**config.mk**
```make
export PLATFORM = sky130hd
export DESIGN_NAME = shift_sequencer_flat
export DESIGN_NICKNAME = d
export VERILOG_FILES = /design/src/rtl/shift_sequencer_if.sv /design/src/rtl/shift_sequencer.sv /design/src/flat_wrapper.sv
export SDC_FILE = /design/constraint.sdc
export NUM_CORES = 1
export LEC_CHECK = 0
export BUFFER_PORTS_ARGS = -buffer_cell sky130_fd_sc_hd__buf_2
export CELL_PAD_IN_SITES_DETAIL_PLACEMENT = 1
export CELL_PAD_IN_SITES_GLOBAL_PLACEMENT = 2
export CORE_MARGIN = 4
export CORE_UTILIZATION = 22
export CTS_CLUSTER_DIAMETER = 200
export DETAILED_ROUTE_END_ITERATION = 16
export PLACE_DENSITY = 0.75
export SYNTH_ARGS = -nofsm -noshare
export SYNTH_HDL_FRONTEND = slang
export SYNTH_SLANG_ARGS = --single-unit
```
**constraint.sdc**
```tcl
create_clock -name clk -period 1.5 [get_ports clk]
set_input_delay 0.15 -clock clk [delete_from_list [all_inputs] [get_ports clk]]
set_output_delay 0.15 -clock clk [all_outputs]
set_load 0.01 [all_outputs]
```
**src/rtl/shift_sequencer_if.sv**
```systemverilog
// Interface for the shift sequencer: request handshake, barrel-shifter drive
// and capture, and the result handshake toward the ALU result path.
interface shift_sequencer_if;
   logic        inValid;
   logic        inReady;
   logic [15:0] operand;
   logic [3:0]  amount;
   logic [15:0] shBitsIn;
   logic        shSel1;
   logic        shSel2;
   logic [15:0] shBitsOut;
   logic        outValid;
   logic        outReady;
   logic [15:0] result;
   logic        carry;
   logic        zero;

   // Environment side: issues requests, hosts the barrel shifter, consumes results.
   modport master (
      output inValid, operand, amount, shBitsOut, outReady,
      input  inReady, shBitsIn, shSel1, shSel2, outValid, result, carry, zero
   );

   // Sequencer side.
   modport slave (
      input  inValid, operand, amount, shBitsOut, outReady,
      output inReady, shBitsIn, shSel1, shSel2, outValid, result, carry, zero
   );
endinterface

```
**src/rtl/shift_sequencer.sv**
```systemverilog
// Multi-pass 16-bit logical-left-shift controller. Feeds an external
// 0..3-bit-per-pass barrel shifter, recaptures its output each cycle and
// repeats until the requested amount is consumed, then offers the result,
// carry-out and zero flag through a valid/ready handshake.
module shift_sequencer (
   input  logic            clk,
   input  logic            reset,
   shift_sequencer_if.slave bus
);

   typedef enum logic [1:0] {
      IDLE  = 2'd0,
      SHIFT = 2'd1,
      DONE  = 2'd2
   } state_t;

   state_t      state_reg, state_next;
   logic [15:0] work_reg, work_next;
   logic [3:0]  remaining_reg, remaining_next;
   logic        carry_reg, carry_next;
   logic [1:0]  step;
   logic [1:0]  sel;
   logic        carry_bit;

   // Per-pass distance: up to 3 bits, or whatever is left when fewer remain.
   always_comb begin
      step = 2'd3;
      if (remaining_reg < 4'd3) begin
         step = remaining_reg[1:0];
      end
   end

   // Bit that leaves the top of the word during this pass (pre-step work[16-step]).
   always_comb begin
      carry_bit = 1'b0;
      case (step)
         2'd1:    carry_bit = work_reg[15];
         2'd2:    carry_bit = work_reg[14];
         2'd3:    carry_bit = work_reg[13];
         default: carry_bit = 1'b0;
      endcase
   end

   // Next-state and datapath update; shifter selects are live only while shifting.
   always_comb begin
      state_next     = state_reg;
      work_next      = work_reg;
      remaining_next = remaining_reg;
      carry_next     = carry_reg;
      sel            = 2'b00;
      case (state_reg)
         IDLE: begin
            if (bus.inValid && bus.inReady) begin
               work_next      = bus.operand;
               remaining_next = bus.amount;
               carry_next     = 1'b0;
               state_next     = (bus.amount != 4'd0) ? SHIFT : DONE;
            end
         end
         SHIFT: begin
            sel            = step;
            work_next      = bus.shBitsOut;
            carry_next     = carry_bit;
            remaining_next = remaining_reg - {2'b00, step};
            if (remaining_next == 4'd0) begin
               state_next = DONE;
            end
         end
         DONE: begin
            if (bus.outReady) begin
               state_next = IDLE;
            end
         end
         default: begin
            state_next = IDLE;
         end
      endcase
   end

   // State and datapath registers; reset discards any in-flight operation.
   always_ff @(posedge clk or posedge reset) begin
      if (reset) begin
         state_reg     <= IDLE;
         work_reg      <= 16'h0000;
         remaining_reg <= 4'd0;
         carry_reg     <= 1'b0;
      end else begin
         state_reg     <= state_next;
         work_reg      <= work_next;
         remaining_reg <= remaining_next;
         carry_reg     <= carry_next;
      end
   end

   assign bus.inReady  = (state_reg == IDLE) && !reset;
   assign bus.shBitsIn = work_reg;
   assign bus.shSel1   = sel[0];
   assign bus.shSel2   = sel[1];
   assign bus.outValid = (state_reg == DONE);
   assign bus.result   = work_reg;
   assign bus.carry    = carry_reg;
   assign bus.zero     = (state_reg == DONE) && (work_reg == 16'h0000);

endmodule

```
**src/flat_wrapper.sv**
```systemverilog
// flat-port wrapper written by rule: the top's interface ports become plain ports
module shift_sequencer_flat 
  (clk, reset, bus_inValid, bus_operand, bus_amount, bus_shBitsOut, bus_outReady, bus_inReady, bus_shBitsIn, bus_shSel1, bus_shSel2, bus_outValid, bus_result, bus_carry, bus_zero);
  shift_sequencer_if bus_i ();
  input  logic clk;
  input  logic reset;
  input wire logic [$bits(bus_i.inValid)-1:0] bus_inValid;
  input wire logic [$bits(bus_i.operand)-1:0] bus_operand;
  input wire logic [$bits(bus_i.amount)-1:0] bus_amount;
  input wire logic [$bits(bus_i.shBitsOut)-1:0] bus_shBitsOut;
  input wire logic [$bits(bus_i.outReady)-1:0] bus_outReady;
  output wire logic [$bits(bus_i.inReady)-1:0] bus_inReady;
  output wire logic [$bits(bus_i.shBitsIn)-1:0] bus_shBitsIn;
  output wire logic [$bits(bus_i.shSel1)-1:0] bus_shSel1;
  output wire logic [$bits(bus_i.shSel2)-1:0] bus_shSel2;
  output wire logic [$bits(bus_i.outValid)-1:0] bus_outValid;
  output wire logic [$bits(bus_i.result)-1:0] bus_result;
  output wire logic [$bits(bus_i.carry)-1:0] bus_carry;
  output wire logic [$bits(bus_i.zero)-1:0] bus_zero;
  assign bus_i.inValid = bus_inValid;
  assign bus_i.operand = bus_operand;
  assign bus_i.amount = bus_amount;
  assign bus_i.shBitsOut = bus_shBitsOut;
  assign bus_i.outReady = bus_outReady;
  assign bus_inReady = bus_i.inReady;
  assign bus_shBitsIn = bus_i.shBitsIn;
  assign bus_shSel1 = bus_i.shSel1;
  assign bus_shSel2 = bus_i.shSel2;
  assign bus_outValid = bus_i.outValid;
  assign bus_result = bus_i.result;
  assign bus_carry = bus_i.carry;
  assign bus_zero = bus_i.zero;
  shift_sequencer u_core (.clk(clk), .reset(reset), .bus(bus_i));
endmodule
```
* Word-level counts from Yosys, hierarchy flattened
Index checks and enable logic that the tools add are counted.
Word-level totals: register bits after elaboration 23, word-level logic and storage cells 39
Operators by class: add/subtract/negate cells 1, $lt $le $gt $ge 1, eq/ne operators 8, muxes and demuxes 14, reductions and logical operators 11
Operator list (number):
- one-hot mux 16 bit (2 select lines) | 1
- logical NOT 16 bit | 1
- 2-to-1 mux 16 bit | 1
- 2-to-1 mux 2 bit | 6
- one-hot mux 4 bit (2 select lines) | 1
- == test 2 bit (second input constant) | 3
- one-hot mux 2 bit (3 select lines) | 1
- == test 2 x 1 -> 1 bit (second input constant) | 2
- logical NOT 4 bit | 1
- less-than comparator 4 x 2 -> 1 bit (second input constant) | 1
- 2-to-1 mux 4 bit | 1
- != test 2 x 1 -> 1 bit (second input constant) | 2
- nonzero test 4 bit | 1
- subtractor 4 x 2 -> 4 bit | 1
- logical AND 1 bit | 3
- one-hot mux 1 bit (3 select lines) | 1
- AND reduction 3 bit | 1
- logical NOT 2 bit | 1
- != test 2 bit (second input constant) | 1
- one-hot mux 1 bit (2 select lines) | 1
- AND reduction 2 bit | 1
- nonzero test 2 bit | 1
- logical NOT 1 bit | 1
- 2-to-1 mux 1 bit | 1

* Depth between registers and ports, before layout
Gate-level depths: netlist of run 1.
word-level depth 6, depth in mapped cells 8

* Least setup slack after synthesis of run 1
OpenSTA, ideal clock, no wires.
path kind register to register, start register u_core.remaining_reg[2], end register u_core.state_reg[0], setup time 0.135 ns, arrival time 1.523 ns, required time 1.365 ns, setup slack -0.158 ns, stages on the path, launching flop included 9, period minus slack after synthesis 1.658 ns, cells stage by stage dfrtp_1 buf_2 nor2_1 or2_2 ha_1 xnor2_1 o21ai_0 nor2b_1 o21ai_0
Between the ends: cells in the longest elaborated chain, start to end 6
RTL lines:
- start, declared | line shift_sequencer.sv:19 | logic [3:0] remaining_reg, remaining_next;
- start signal, assigned | line shift_sequencer.sv:90 | remaining_reg <= remaining_next;
- less-than comparator 4 x 2 -> 1 bit | line shift_sequencer.sv:28 | if (remaining_reg < 4'd3) begin
- 2-to-1 mux 2 bit | line shift_sequencer.sv:28
- subtractor 4 x 2 -> 4 bit * | line shift_sequencer.sv:64 | remaining_next = remaining_reg - {2'b00, step};
- logical NOT 4 bit * | line shift_sequencer.sv:65 | if (remaining_next == 4'd0) begin
- != test 2 x 1 -> 1 bit (no line) *
- AND reduction 3 bit (no line) *
- end signal, assigned | line shift_sequencer.sv:88 | state_reg <= state_next;
- end, declared | line shift_sequencer.sv:17 | state_t state_reg, state_next;
Every way passes the cells marked *; elsewhere a longest branch is shown, timed or not. A chain may end at the register's enable or synchronous reset.

* Worst setup path after layout of run 1
start register u_core.work_reg[1], in the netlist u_core.bus.result[1], end output bus_zero
Between the ends: cells in the longest elaborated chain, start to end 2
RTL lines:
- start, declared | line shift_sequencer.sv:18 | logic [15:0] work_reg, work_next;
- start signal, assigned | line shift_sequencer.sv:89 | work_reg <= work_next;
- logical NOT 16 bit | line shift_sequencer.sv:102 | assign bus.zero = (state_reg == DONE) && (work_reg == 16'h0000);
- logical AND 1 bit | line shift_sequencer.sv:102
- end, declared | line flat_wrapper.sv:19 | output wire logic [$bits(bus_i.zero)-1:0] bus_zero;
No other way between the ends.

==> metrics.txt, run 1 <==
GR Util met3 under 10%; Post-synth EDFFs 0; failing checks setup timing; RePlAce Congestion 0.787; R2R Setup Slk approximately 0.02 ns; Routed Antenna Nets 0; worst-margin pin slew 0.443 ns; TritonRoute pass-1 iters 2; unrepaired setup endpoints after global routing true; Clock H-tree levels 1; Die ar. a little under 8000 um2; DRC errors left 0; Detailed Route Iter0 Violations 45; Worst Skew 0.00463 ns; Hold Fails Final Rpt 0; Power Density 2170 nW/um2; largest net degree at the start of global routing 27; max cap viols 0; Slew HR approximately 70%; met2 Usage GRT roughly a fifth; max reg flops 16; CTS Buf Count 3; layout cell share with drive strength beyond 1 53.5%; GRT Total Usage 11.1%; Slew Limit Fails 0; Critical Path Sink Type output pin; overall die height 88.0 um; syn_nets 196; FMAX roughly 0.63 GHz; final net count 272; antenna violations before repair 0; GRT busiest layer met2; crit path kind flop to output pin; Worst IR Drop VDD 625 uV; Root Driver clkbuf_8; Synth Flop Type dfrtp_1; GRT met1 Usage 13.4%; sequential cell area fraction in the yosys report 40.9%; Clk pin slew, worst setup/hold paths 0.08 ns; detailed placer's ending HPWL 3300 um; Synth Instances roughly 160; minimum clock period 1.58 ns; worst hold path type input pin to flop; CP startpoint kind flop; CTS Buffer Depth 2; Mapped Area 1410 um2; wire per inst 13.5 um; worst skew pair latency 0.26 ns; Rows 28; synthesis-stage register bit count 23; Max Fanout on Critical Path 2; via count 1343; asr flop ratio synth 100%; CP arrival 1.43 ns; clk sinks 23; via density per instance about 4.4; drt total wl 4130 um; Fillers between 700 and 800; Starting Density 23.2%; Mean Syn Cell Area about 9 um2; vias in the first global route 1422; Overflow after GRT 0; CTS tree yes; PortBufs 77; num ports 78; status finished, violations left; Finished Core Util 33.3%; Netlist cell types 32; Final setup violation count 1; fin crit share 105%; core area roughly 6100 um2; first-pass GRT wire length a little under 7000 um; Crit path required time around 1.4 ns; n_diodes 0; Layout area overhead 43.4%; Die Width between 80 and 90 um; WHS around 0.06 ns; yosys warns 0; leakage power 1.01 nW; final setup margin -0.0817 ns
-- what timing repair did --
action	in CTS	in global routing
setup buffers	4	2
pin swaps	1	8
resized for setup	4	17
hold buffers	1	0
endpoints found under the hold margin	23	0
endpoints found under the setup margin	3	6
gates cloned	0	0
-- final timing paths --
check                                               startpoint                               to  depth (start not counted)
setup / recovery              u_core.bus.result[1]$_DFFE_PP0P_                         bus_zero                          3
hold / removal                                    bus_outReady  u_core.state_reg[1]$_DFFE_PP0P_                          2
setup reg to reg           u_core.remaining_reg[3]$_DFFE_PP0P_  u_core.state_reg[0]$_DFFE_PP0P_                          7
hold reg to reg                   u_core.bus.carry$_DFFE_PP0P_     u_core.bus.carry$_DFFE_PP0P_                          2
max in group asynchronous                                reset  u_core.state_reg[1]$_DFFE_PP0P_                          4
min in group asynchronous                                reset  u_core.state_reg[0]$_DFFE_PP0P_                          4
-- cell families (layout without fill, tap and decap cells) --
group           Yosys count  count (layout)  synth area share [%]
simple gates             47              47                  16.1
compound gates           34              34                  13.8
fa+ha+maj                 1               1                 0.889
xor+xnor                  1               1                 0.622
mux                      19              19                  13.5
buf+inv                  30             105                  14.2
flops                    23              23                  40.9
-- worst max-delay path, cell delays in order, from the launching register on --
cell and delay, ns:
dfrtp_1 0.39, or4_4 0.53, nor3_2 0.10, buf_2 0.15
-- power breakdown --
group | internal [mW] | switching [mW] | leakage (nW)
sequential | 0.927 | 0.302 | 0.282
clock | 0.185 | 0.192 | 0.0255
combinational | 1.36 | 1.41 | 0.708
total | 2.48 | 1.91 | 1.01
-- Yosys cell counts, types with 2 or more instances --
cell type	count	area share (%)
nor2_1	6	1.6
buf_4	16	8.5
nand2_1	23	6.1
inv_1	4	1.1
buf_2	3	1.1
nand3_1	2	0.71
a21oi_1	2	0.71
mux2i_1	19	14
nor3_1	5	1.8
clkbuf_1	2	0.53
or2_2	2	0.89
dfrtp_1	23	41
o21ai_0	24	8.5
buf_6	3	2.4
nor4_1	3	1.3
o41ai_1	2	1.2
-- cell usage in the layout, fill, tap and decap left out, drive strengths merged, types with 2 or more instances in the layout --
cell    count
nand2b      2
nor3        5
or2         2
inv         5
o21ai      24
nor2b       2
nand3       2
mux2i      19
nand2      23
buf        95
nor2        6
o41ai       2
clkbuf      3
dfrtp      23
nor4        3
a21oi       3
-- stage by stage --
step	instances	setup slack [ns]	TNS, ns	power [mW]	instance area, um2
after floorplan	155	0.0207	0	3.01	1440
after CTS	303	-0.128	-0.128	4.21	1930
after detailed placement	294	0.0371	0	3.70	1830
after global placement	294	0.0979	0	3.64	1830
final	305	-0.0817	-0.0817	4.38	2020
after global routing	305	-0.197	-0.333	4.80	2020
-- per-layer routing --
layer | vias up | wire (um)
met2 | 42 | 2120
met3 | 4 | 274
met1 | 630 | 1700
met4 | 0 | 29
met5 | - | 0
li1 | 667 | -
-- area by class of cell --
type	count	area [um2]	area share, %
clock buffers	3	41.3	2.05
clock inverters	1	5.00	0.248
well taps	75	93.8	4.65
inverters	5	18.8	0.930
repair buffers	96	547	27.1
multi-input cells	102	734	36.4
flip-flops and latches	23	578	28.6
Power figures use the tool's default switching activity.
==> inputs of run 2 (changes only) <==
--- a/config.mk
+++ b/config.mk
@@ -12,6 +12,7 @@
 export CORE_UTILIZATION = 22
 export CTS_CLUSTER_DIAMETER = 200
 export DETAILED_ROUTE_END_ITERATION = 16
+export MAX_ROUTING_LAYER = met4
 export PLACE_DENSITY = 0.75
 export SYNTH_ARGS = -nofsm -noshare
 export SYNTH_HDL_FRONTEND = slang
==> run 2 against run 1 <==
Against the previous run:
- the run still ends with setup timing left
- total power hardly changed
- first-iteration DRC count stayed put
- cell count unchanged
- non-clock buffer count unchanged
- clock skew is the same
- worst setup slack unchanged
- combinational power barely moved
- flip-flop and latch count stayed put
- largest cell class unchanged
==> metrics.txt, run 2 (synthesis gave the netlist of run 1 again) <==
reg2reg start u_core.remaining_reg[3]$_DFFE_PP0P_; first-pass GRT wire length 6760 um (+0.21%); Power Density 2170 nW/um2 (about the same); Slew Limit Fails 0 (unchanged); pre-CTS setup slack 0.0371 ns (unchanged); DRC errors left 0 (unchanged); RePlAce Congestion 0.798 (+1.4%); Crit path required time 1.35 ns (about the same); Critical Path Start u_core.bus.result[1]$_DFFE_PP0P_; WHS 0.0597 ns (unchanged); Final setup violation count 1 (unchanged); status finished, violations left; via density per instance 4.40 (unchanged); PortBufs 77 (unchanged); Die Width 88.0 um (unchanged); clk sinks 23 (unchanged); antenna violations before repair 0 (unchanged); most frequent cells in the layout buf_2 (77), nand2_1 (23), o21ai_0 (21), dfrtp_1 (21), mux2i_1 (18); CP startpoint kind flop; slowest CP cell or4_4; Worst Skew 0.00463 ns (unchanged); commonest non-fill, non-tap cell in the layout buf_2; worst hold path type input pin to flop; drt total wl 4130 um (unchanged); Hold Path Origin bus_outReady; TritonRoute pass-1 iters 2 (unchanged); Worst IR Drop VDD 625 uV (about the same); worst path cell trace or4_4 > nor3_2 > buf_2; Starting Density 23.2% (unchanged); layout cell share with drive strength beyond 1 53.5% (unchanged); Critical R2R Capture u_core.state_reg[0]$_DFFE_PP0P_; vias in the first global route 1420 (-0.14%); worst skew pair latency 0.26 ns (about the same); Clock H-tree levels 1 (unchanged); max cap viols 0 (unchanged); Hold Fails Final Rpt 0 (unchanged); fin crit share 105% (unchanged); detailed placer's ending HPWL 3300 um (unchanged); n_diodes 0 (unchanged); worst-margin pin slew 0.443 ns (unchanged); Root Driver clkbuf_8; CTS Buffer Depth 2 (unchanged); final net count 272 (unchanged); wire per inst 13.5 um (unchanged); worst stage delay on the critical path 0.53 ns (about the same); GRT Total Usage 11.5% (+0.36 points); CTS Buf Count 3 (unchanged); Overflow after GRT 0 (unchanged); Routed Antenna Nets 0 (unchanged); Rows 28 (unchanged); FMAX 0.632 GHz (unchanged); Slew HR 70.0% (unchanged); overall die height 88.0 um (unchanged); minimum clock period 1.58 ns (unchanged); Die ar. 7740 um2 (unchanged); failing checks setup timing; Critical Path Sink Type output pin; CTS tree yes; max reg flops 16 (unchanged); Hold Path Depth 2 (unchanged); unrepaired setup endpoints after global routing true; Max Fanout on Critical Path 2 (unchanged); leakage power 1.01 nW (unchanged); CP arrival 1.43 ns (about the same); largest net degree at the start of global routing 27 (unchanged); Detailed Route Iter0 Violations 45 (unchanged); core area 6060 um2 (unchanged); Hold Path End u_core.state_reg[1]$_DFFE_PP0P_; num ports 78 (unchanged); crit path kind flop to output pin; via count 1343 (unchanged); R2R Setup Slk 0.02 ns (about the same); R2R depth 7 (unchanged); Layout area overhead 43.4% (unchanged); Clk pin slew, worst setup/hold paths 0.08 ns (about the same); final setup margin -0.0817 ns (unchanged); Tot Pwr 4.38 mW (about the same)
==> run 2: cell counts in the layout (fill, tap and decap cells not counted) <==
No cell type changed its count.
==> run 2: power breakdown <==
part	leakage (nW)	switching [mW]	internal [mW]	total [mW]
sequential	0.282	0.302	0.927	1.23
combinational	0.708	1.41	1.36	2.78
clock	0.0255	0.192	0.185	0.377
total	1.01	1.91	2.48	4.38
==> run 2: layout make-up <==
| class | instances | area (um2) |
|---|---|---|
| fillers | 750 | 4040 |
| multi-input cells | 102 | 734 |
| flip-flops and latches | 23 | 578 |
| repair buffers | 96 | 547 |
| well taps | 75 | 93.8 |
| clock buffers | 3 | 41.3 |
| inverters | 5 | 18.8 |
| clock inverters | 1 | 5.00 |
==> run 2: worst max path at each step <==
stage / end / slack, ns / cells past startpoint
after floorplan: u_core.state_reg[0]$_DFFE_PP0P_ / 0.02 / 7
after global placement: u_core.state_reg[0]$_DFFE_PP0P_ / 0.1 / 7
after detailed placement: u_core.state_reg[0]$_DFFE_PP0P_ / 0.04 / 7
after CTS: bus_zero / -0.13 / 4
after global routing: bus_zero / -0.20 / 4
final: bus_zero / -0.08 / 3
==> run 2: what timing repair did <==
action / in CTS / in global routing
pin swaps: 1 / 8
hold buffers: 1 / 0
setup endpoints to repair: 3 / 6
hold endpoints to repair: 23 / 0
buffers inserted: 4 / 2
gates resized for setup: 4 / 17
==> run 2: per-stage QoR <==
| step | std cells | setup TNS [ns] | util, % | instance area (um2) |
|---|---|---|---|---|
| detailed placement | 294 | 0 | 30.2 | 1830 |
| floorplan | 155 | 0 | - | 1440 |
| global placement | 294 | 0 | 30.2 | 1830 |
| CTS | 303 | -0.128 | 31.9 | 1930 |
| finish | 305 | -0.0817 | 33.3 | 2020 |
| global route | 305 | -0.333 | 33.3 | 2020 |
==> run 2: metal layers <==
layer | GRT usage [%] | share of wire (%) | vias to the layer above
li1 | - | - | 667
met1 | 13.7 | 42 | 630
met2 | 19.8 | 51 | 42
met3 | 2.35 | 6.2 | 4
met4 | 2.65 | 0.70 | 0
met5 | - | 0 | -
==> run 2: worst max-delay path: cells and delay by family (launching register included) <==
kind / cells / cell delay [ns]
AND/OR/NAND/NOR: 2 / 0.63
flip-flops: 1 / 0.39
buffers and inverters: 1 / 0.15
==> inputs of run 3 (changes only) <==
--- a/config.mk
+++ b/config.mk
@@ -6,6 +6,7 @@
 export NUM_CORES = 1
 export LEC_CHECK = 0
 export BUFFER_PORTS_ARGS = -buffer_cell sky130_fd_sc_hd__buf_2
+export CAP_MARGIN = 10
 export CELL_PAD_IN_SITES_DETAIL_PLACEMENT = 1
 export CELL_PAD_IN_SITES_GLOBAL_PLACEMENT = 2
 export CORE_MARGIN = 4
@@ -13,7 +14,7 @@
 export CTS_CLUSTER_DIAMETER = 200
 export DETAILED_ROUTE_END_ITERATION = 16
 export MAX_ROUTING_LAYER = met4
-export PLACE_DENSITY = 0.75
+export PLACE_DENSITY = 0.83
 export SYNTH_ARGS = -nofsm -noshare
 export SYNTH_HDL_FRONTEND = slang
 export SYNTH_SLANG_ARGS = --single-unit
==> run 3 against run 2 <==
Against the previous run:
- the flow still finishes with violations (setup timing)
- sequential share of layout area fell by 0.11 points
- total power grew 0.62%
- clock skew fell by 0.00076 ns
- largest cell class unchanged
- largest power group unchanged
- highest routed layer unchanged
==> metrics.txt, run 3 (synthesis gave the netlist of run 1 again) <==
Max Fanout on Critical Path 2 (unchanged); final setup margin -0.173 ns (-0.0918 ns); Total Neg Setup Slack -0.173 ns (-0.0918 ns); antenna violations before repair 0 (unchanged); worst hold path type input pin to flop; pre-CTS setup slack 0.0185 ns (-0.0186 ns); Multi-input gate area 702 um2 (-4.4%); core area 6060 um2 (unchanged); Starting Density 23.2% (unchanged); via density per instance 4.41 (+0.12%); Slew Limit Fails 0 (unchanged); CP startpoint kind flop; GRT Total Usage 11.5% (+0.047 points); max reg flops 16 (unchanged); TritonRoute pass-1 iters 2 (unchanged); max cap viols 0 (unchanged); drt total wl 4260 um (+3.3%); FMAX 0.598 GHz (-5.5%); worst-margin pin slew 0.411 ns (-0.0329 ns); overall die height 88.0 um (unchanged); num ports 78 (unchanged); fin crit share 112% (+6.1 points); Sequential Area 578 um2 (unchanged); worst skew pair latency 0.26 ns (about the same); CTS tree yes; Power Density 2180 nW/um2 (+0.25%); crit path kind flop to output pin; final net count 278 (+2.2%); most frequent cells in the layout buf_2 (77), nand2_1 (23), buf_4 (23), o21ai_0 (22), dfrtp_1 (21); Slew HR 72.3% (+2.2 points); clk sinks 23 (unchanged); leakage power 1.03 nW (+1.4%); Overflow after GRT 0 (unchanged); Routed Antenna Nets 0 (unchanged); met2 routed WL 2060 um (-2.6%); vias in the first global route 1428 (+0.56%); DR WL met3 270 um (+6.3%); Die ar. 7740 um2 (unchanged); CTS Buffer Depth 2 (unchanged); layout cell share with drive strength beyond 1 52.1% (-1.4 points); Rows 28 (unchanged); Fillers 754 (+0.53%); Crit path required time 1.35 ns (about the same); RePlAce Congestion 0.800 (+0.33%); WHS 0.0797 ns (+0.0200 ns); Die Width 88.0 um (unchanged); Critical Path Sink Type output pin; via count 1371 (+2.1%); Detailed Route Iter0 Violations 76 (+69%); wire per inst 13.7 um (+1.3%); Worst IR Drop VDD 616 uV (-1.5%); unrepaired setup endpoints after global routing true; n_diodes 0 (unchanged); Clk pin slew, worst setup/hold paths 0.08 ns (about the same); minimum clock period 1.67 ns (+0.0918 ns); Final setup violation count 1 (unchanged); Worst Skew 0.00386 ns (-0.000763 ns); failing checks setup timing; Clock H-tree levels 1 (unchanged); Layout area overhead 43.9%; CTS Buf Count 3 (unchanged); DRC errors left 0 (unchanged); PortBufs 77 (unchanged); CP arrival 1.52 ns (+0.09 ns); Root Driver clkbuf_8; commonest non-fill, non-tap cell in the layout buf_2; detailed placer's ending HPWL 3400 um (+2.9%); WL met1 1880 um (+9.3%); status finished, violations left; largest net degree at the start of global routing 25 (-7.4%); first-pass GRT wire length 6750 um (-0.21%); top sig layer met4; Hold Fails Final Rpt 0 (unchanged)
==> run 3: per-stage QoR <==
stage | power [mW] | util, % | instances | instance area (um2)
6_report | 4.41 | 33.4 | 311 | 2030
5_1_grt | 4.83 | 33.4 | 311 | 2030
4_1_cts | 4.24 | 31.9 | 303 | 1940
3_5_place_dp | 3.77 | 30.4 | 296 | 1840
3_3_place_gp | 3.68 | 30.4 | 296 | 1840
2_1_floorplan | 3.01 | - | 155 | 1440
==> run 3: what timing repair did <==
item,in CTS,in global routing
resized for setup,5,7
pin swaps,1,8
endpoints found under the setup margin,3,6
setup buffers,2,8
endpoints found under the hold margin,23,0
hold buffers,1,0
==> run 3: power by group <==
group          switching [mW]  internal [mW]  total [mW]
Sequential              0.279          0.927        1.21
Clock                   0.191          0.189       0.380
Combinational            1.43           1.40        2.82
Total                    1.90           2.51        4.41
==> run 3: final cells by class <==
type	count	area share (%)
tap	75	4.63
timing repair buffer	102	29.0
clock buffer	4	2.22
inverter	5	0.926
multi-input combinational	102	34.7
sequential	23	28.5
==> run 3: routing by layer <==
| layer | vias up | GRT usage [%] |
|---|---|---|
| met2 | 48 | 19.5 |
| met4 | 0 | 2.93 |
| met1 | 637 | 14.3 |
| met5 | - | - |
| met3 | 5 | 1.79 |
| li1 | 681 | - |
==> run 3: path summary, 6_finish.rpt <==
kind | from | to | slack, ns | cells past startpoint
hold / removal | bus_outReady | u_core.state_reg[1]$_DFFE_PP0P_ | 0.08 | 2
setup / recovery | u_core.bus.result[1]$_DFFE_PP0P_ | bus_zero | -0.17 | 3
max in group asynchronous | reset | u_core.state_reg[1]$_DFFE_PP0P_ | 0.71 | 4
setup reg to reg | u_core.remaining_reg[3]$_DFFE_PP0P_ | u_core.state_reg[0]$_DFFE_PP0P_ | 0.04 | 7
min in group asynchronous | reset | u_core.state_reg[0]$_DFFE_PP0P_ | 0.53 | 4
hold reg to reg | u_core.bus.carry$_DFFE_PP0P_ | u_core.bus.carry$_DFFE_PP0P_ | 0.49 | 2
==> run 3: critical path, cell delays in order, from the launching register on <==
cell	delay (ns)
dfrtp_1	0.39
or4_4	0.54
nor3_2	0.18
buf_2	0.15
